==> config.mk <==
export PLATFORM = sky130hd
export DESIGN_NAME = dma_xfer_counter
export DESIGN_NICKNAME = d
export VERILOG_FILES = /design/src/rtl/dma_xfer_counter.sv
export SDC_FILE = /design/constraint.sdc
export NUM_CORES = 2
export LEC_CHECK = 0
export CAP_MARGIN = 20
export CORE_MARGIN = 5
export CORE_UTILIZATION = 60
export DETAILED_ROUTE_END_ITERATION = 8
export PLACE_DENSITY = 0.79
export SYNTH_ARGS = -nofsm -noshare
export SYNTH_HDL_FRONTEND = slang
export SYNTH_SLANG_ARGS = --single-unit
==> constraint.sdc <==
create_clock -name clk -period 4.8 [get_ports clk]
set_input_delay 0.72 -clock clk [delete_from_list [all_inputs] [get_ports clk]]
set_output_delay 0.72 -clock clk [all_outputs]
set_load 0.01 [all_outputs]
==> src/rtl/dma_xfer_counter.sv <==
// Multi-channel DMA address / word-count sequencer: per channel, source and
// destination address generators plus a remaining-unit counter with reload.
module dma_xfer_counter #(
    parameter int NCH = 4,
    parameter int AW  = 28,
    parameter int CW  = 16
) (
    input  logic                     clk,
    input  logic                     rst_b,
    input  logic [$clog2(NCH)-1:0]   sel,
    input  logic                     load,
    input  logic                     step,
    input  logic                     abort,
    input  logic [AW-1:0]            src_init,
    input  logic [AW-1:0]            dst_init,
    input  logic [CW-1:0]            cnt_init,
    input  logic [1:0]               src_ctl,
    input  logic [1:0]               dst_ctl,
    input  logic                     word32,
    input  logic                     repeat_en,
    output logic [AW-1:0]            src_addr,
    output logic [AW-1:0]            dst_addr,
    output logic [CW:0]              remaining,
    output logic [NCH-1:0]           active,
    output logic [NCH-1:0]           done
);

    localparam int SW = $clog2(NCH);

    function automatic logic [AW-1:0] align_addr(input logic [AW-1:0] a, input logic w32);
        logic [AW-1:0] mask;
        if (w32) begin
            mask = {{(AW-2){1'b1}}, 2'b00};
        end else begin
            mask = {{(AW-1){1'b1}}, 1'b0};
        end
        return a & mask;
    endfunction

    // A zero count encodes the full 2^CW range.
    function automatic logic [CW:0] expand_count(input logic [CW-1:0] c);
        if (c == {CW{1'b0}}) begin
            return {1'b1, {CW{1'b0}}};
        end else begin
            return {1'b0, c};
        end
    endfunction

    // Mode 11 behaves as increment for the address move itself; the dst
    // reload flavour is handled at terminal count.
    function automatic logic [AW-1:0] move_addr(input logic [AW-1:0] a, input logic [1:0] ctl,
                                                input logic w32);
        logic [AW-1:0] size;
        size = w32 ? AW'(3'd4) : AW'(3'd2);
        case (ctl)
            2'b01:   return a - size;
            2'b10:   return a;
            default: return a + size;
        endcase
    endfunction

    logic [NCH-1:0][AW-1:0] w_src_all;
    logic [NCH-1:0][AW-1:0] w_dst_all;
    logic [NCH-1:0][CW:0]   w_rem_all;

    for (genvar c = 0; c < NCH; c++) begin : g_ch
        logic [AW-1:0] r_src;
        logic [AW-1:0] r_dst;
        logic [AW-1:0] r_dst_init;
        logic [CW-1:0] r_cnt_init;
        logic [CW:0]   r_rem;
        logic [1:0]    r_src_ctl;
        logic [1:0]    r_dst_ctl;
        logic          r_w32;
        logic          r_rep;
        logic          r_active;
        logic          r_done;

        logic          w_hit;
        logic          w_load;
        logic          w_abort;
        logic          w_step;
        logic          w_tc;
        logic [AW-1:0] w_src_mv;
        logic [AW-1:0] w_dst_mv;
        logic [AW-1:0] w_src_nxt;
        logic [AW-1:0] w_dst_nxt;
        logic [CW:0]   w_rem_nxt;
        logic          w_active_nxt;

        // Command decode with load > abort > step priority; idle steps are dropped.
        assign w_hit    = (sel == SW'(c));
        assign w_load   = w_hit & load;
        assign w_abort  = w_hit & abort & ~load;
        assign w_step   = w_hit & step & ~load & ~abort & r_active;
        assign w_tc     = w_step & (r_rem == (CW+1)'(1));
        assign w_src_mv = move_addr(r_src, r_src_ctl, r_w32);
        assign w_dst_mv = move_addr(r_dst, r_dst_ctl, r_w32);

        // Next-state selection for the channel's address, count and run flag.
        always_comb begin
            w_src_nxt    = r_src;
            w_dst_nxt    = r_dst;
            w_rem_nxt    = r_rem;
            w_active_nxt = r_active;
            if (w_load) begin
                w_src_nxt    = align_addr(src_init, word32);
                w_dst_nxt    = align_addr(dst_init, word32);
                w_rem_nxt    = expand_count(cnt_init);
                w_active_nxt = 1'b1;
            end else if (w_abort) begin
                w_active_nxt = 1'b0;
            end else if (w_step) begin
                w_src_nxt = w_src_mv;
                if (w_tc) begin
                    if (r_rep) begin
                        w_rem_nxt = expand_count(r_cnt_init);
                        w_dst_nxt = (r_dst_ctl == 2'b11) ? r_dst_init : w_dst_mv;
                    end else begin
                        w_rem_nxt    = {(CW+1){1'b0}};
                        w_dst_nxt    = w_dst_mv;
                        w_active_nxt = 1'b0;
                    end
                end else begin
                    w_rem_nxt = r_rem - (CW+1)'(1);
                    w_dst_nxt = w_dst_mv;
                end
            end else begin
                w_active_nxt = r_active;
            end
        end

        // Channel state registers; controls and reload copies latch on load.
        always_ff @(posedge clk or negedge rst_b) begin
            if (!rst_b) begin
                r_src      <= {AW{1'b0}};
                r_dst      <= {AW{1'b0}};
                r_dst_init <= {AW{1'b0}};
                r_cnt_init <= {CW{1'b0}};
                r_rem      <= {(CW+1){1'b0}};
                r_src_ctl  <= 2'b00;
                r_dst_ctl  <= 2'b00;
                r_w32      <= 1'b0;
                r_rep      <= 1'b0;
                r_active   <= 1'b0;
                r_done     <= 1'b0;
            end else begin
                r_src    <= w_src_nxt;
                r_dst    <= w_dst_nxt;
                r_rem    <= w_rem_nxt;
                r_active <= w_active_nxt;
                r_done   <= w_tc;
                if (w_load) begin
                    r_dst_init <= align_addr(dst_init, word32);
                    r_cnt_init <= cnt_init;
                    r_src_ctl  <= src_ctl;
                    r_dst_ctl  <= dst_ctl;
                    r_w32      <= word32;
                    r_rep      <= repeat_en;
                end
            end
        end

        assign w_src_all[c] = r_src;
        assign w_dst_all[c] = r_dst;
        assign w_rem_all[c] = r_rem;
        assign active[c]    = r_active;
        assign done[c]      = r_done;
    end

    assign src_addr  = w_src_all[sel];
    assign dst_addr  = w_dst_all[sel];
    assign remaining = w_rem_all[sel];

endmodule

==> results.cfg <==
[global_routing]
grt_pass1_wl_um = 210000
grt_pass1_vias = 35111
grt_max_degree = 111
grt.total_usage_pct = 39.9
grt_antenna_before_repair = 13
grt_remaining_overflow = 0

[timing]
hold_viol_final = 0
slew_violations = 0
clock_skew_ns = 0.0115
fmax_mhz = 227
fin_crit_ns = 4.41
whs_ns = 0.151
rsz0062_at_grt = false
setup_tns_ns = 0
slew_headroom_pct = 21.2
min_period_over_period_pct = 91.8
setup-violations-final = 0
tightest_slew_ns = 1.17

[placement]
dp_hpwl_um = 101000
gp_congestion = 1.06
portBuffers = 161

[floorplanning]
die_w_um = 258
ios = 166
fp.coreArea_mm2 = 0.0614
die_area_mm2 = 0.0667
rows = 91
dieHeight_um = 258
initial_core_util_pct = 60.2

[synth]
synth-simple-area-share_pct = 24.7
syn_inst = 4756
ys.flop_type = dfrtp_1
synth_edf_count = 0
synth_commonest_cells = nand2_1 (937), dfrtp_1 (488), nor2_1 (409), a21oi_1 (374), o21ai_0 (369)
synth_top_area_share_pct = 33.0
synth_compound_area_share_pct = 23.5
synthArstFlopShare_pct = 100
synth_fa_ha_area_share_pct = 4.33
ys_ff_latch = 488
ys_top_cells_by_area = dfrtp_1 (33%), nand2_1 (9.5%), a21oi_1 (5.1%), o21ai_0 (5.0%), mux4_2 (4.6%)
syn_area_mm2 = 0.0370
syn_area_per_cell_um2 = 7.77
synth_warnings = 0
synthXorXnorAreaFrac_pct = 3.77
synthMuxAreaShare_pct = 6.01
synth_top_family_by_area = simple AND/OR/NAND/NOR gates
synth_top_cell_by_area = dfrtp_1
ys_seq_area_share_pct = 33.0
yosysMostFrequentCell = nand2_1
yosysUniqueCellTypes = 87

[final_layout]
final_layout_size_suffix_gt1_share_pct = 7.52
fin_util_pct = 67.0
n_fill_cell = 5248
syn2layout_area_growth_pct = 11.3
nets = 4928

[critical_path]
r2r_slack_ns = 0.39
worstPathArrival_ns = 4.90
end_kind = register
startpoint_type = register
r2r_start = g_ch[1].r_src_ctl[0]$_DFFE_PN0P_
regToRegEndpoint = g_ch[1].r_src[23]$_DFFE_PN0P_
r2r.worst_path.cells = 12
crit_fanout = 12
cp-startpoint = g_ch[1].r_src_ctl[0]$_DFFE_PN0P_
setup.worst_path.end = g_ch[1].r_src[23]$_DFFE_PN0P_
crit_required_ns = 5.29
criticalPathCategory = register to register

[job]
max_cap_violations = 0

[run_status]
outcome = finished, final reports clean

[clocking]
cts_resized = 0
cts_setup_buffers = 0
clk_pin_slew_worst_paths_ns = 0.06
cts-htree-levels = 2
cts_root_buf = clkbuf_16
cts_tree = built
hold_buffers = 0
clockBufferDepth = 3
numCtsBuffers = 57
clock_sinks = 488
clock_latency_ns = 0.64

[worst_hold_path]
min-delay-path-class = primary input to async pin

[detailed_routing]
route.detailed.drc = 0
wl_per_cell_um = 24.7
dr_total_vias = 38555
wirelength_um = 137000
postRouteAntennaNets = 0
initialDrtViolationCount = 5487
drt-vias-per-instance = 6.93
dr.pass1.iters = 9

[pwr]
power.density_mw_per_mm2 = 403
peakVddDrop_v = 0.000290
leakage_nw = 17.3
total_power_mw = 16.6
layout by cell type, fill, tap and decap left out, types with 48 or more instances in the layout:
| master | count |
|---|---|
| nand2_1 | 934 |
| dfrtp_1 | 488 |
| nor2_1 | 405 |
| a21oi_1 | 374 |
| o21ai_0 | 368 |
| clkdlybuf4s50_1 | 158 |
| nand3_1 | 148 |
| ha_1 | 128 |
| nor3_1 | 126 |
| xnor2_1 | 106 |
| a31oi_1 | 102 |
| buf_4 | 96 |
| nor4_1 | 76 |
| mux4_2 | 76 |
| inv_1 | 73 |
| clkbuf_16 | 59 |
| and3_1 | 56 |
| o211ai_1 | 56 |
| xor2_1 | 53 |
| o22ai_1 | 48 |
registers in the layout, summed over array words and instances (netlist names):
register	count
g_ch.r_active	4
g_ch.r_cnt_init	64
g_ch.r_done	4
g_ch.r_dst	108
g_ch.r_dst_ctl	8
g_ch.r_dst_init	108
g_ch.r_rem	68
g_ch.r_rep	4
g_ch.r_src	108
g_ch.r_src_ctl	8
g_ch.r_w32	4
kinds of logic (layout without fill, tap and decap cells):
logic type               Yosys count  after routing
buffers and inverters            441            447
AND/OR/NAND/NOR                 2029           2029
multiplexers                     125            125
other                              1             12
adder cells (fa/ha/maj)          128            128
AO/OA/AOI/OAI                   1385           1385
flip-flops                       488            488
XOR/XNOR                         159            159
final cells by class:
cell class | count | area, um^2 | area share, %
tap | 790 | 988 | 2.40
multi-input combinational | 3828 | 23100 | 56.3
clock inverter | 31 | 363 | 0.882
timing repair buffer | 262 | 2450 | 5.95
antenna | 10 | 25.0 | 0.0609
clock buffer | 76 | 1660 | 4.04
sequential | 488 | 12200 | 29.7
inverter | 78 | 293 | 0.712
stage by stage:
stage | instances | worst slack, ns | cell area (um^2)
after floorplan | 4757 | 0.802 | 37000
after detailed placement | 5446 | 0.531 | 39100
after CTS | 5553 | 0.533 | 41100
final | 5563 | 0.393 | 41100
after global routing | 5559 | 0.131 | 41100
after global placement | 5445 | 0.591 | 39100
power breakdown:
| part | internal (mW) | total [mW] | switching (mW) |
|---|---|---|---|
| logic | 2.47 | 5.77 | 3.30 |
| clock network | 2.80 | 4.74 | 1.93 |
| registers | 4.81 | 6.05 | 1.23 |
| total | 10.1 | 16.6 | 6.47 |
layer usage:
layer	share of wire [%]	routed length (um)	vias to the layer above	GRT usage, %
li1	-	-	17264	-
met1	39	53800	18424	56.7
met2	41	56200	2467	56.3
met3	15	20200	396	12.4
met4	5.2	7200	4	17.4
met5	0.015	21	-	0
critical path: stages, from the launching register on:
cell and delay (ns):
dfrtp_1 0.39, nor2b_2 0.61, and2_1 0.22, ha_1 0.27, o21ai_0 0.17, a221oi_1 0.21, a21oi_1 0.29, a21oi_1 0.19
a2111oi_0 0.74, o21ai_0 0.25, a311oi_1 0.55, mux2i_1 0.26, a21oi_1 0.09
worst min-delay path by stage:
stage	to	slack [ns]	depth (start not counted)
floorplan	g_ch[0].r_active$_DFFE_PN0P_	0.42	0
global placement	g_ch[3].r_dst_init[19]$_DFFE_PN0P_	0.45	2
detailed placement	g_ch[1].r_dst_init[19]$_DFFE_PN0P_	0.46	2
CTS	g_ch[0].r_rem[2]$_DFFE_PN0P_	0.18	1
global route	g_ch[0].r_cnt_init[5]$_DFFE_PN0P_	0.23	1
finish	g_ch[0].r_cnt_init[5]$_DFFE_PN0P_	0.15	1
(Power assumes the default switching activity.)
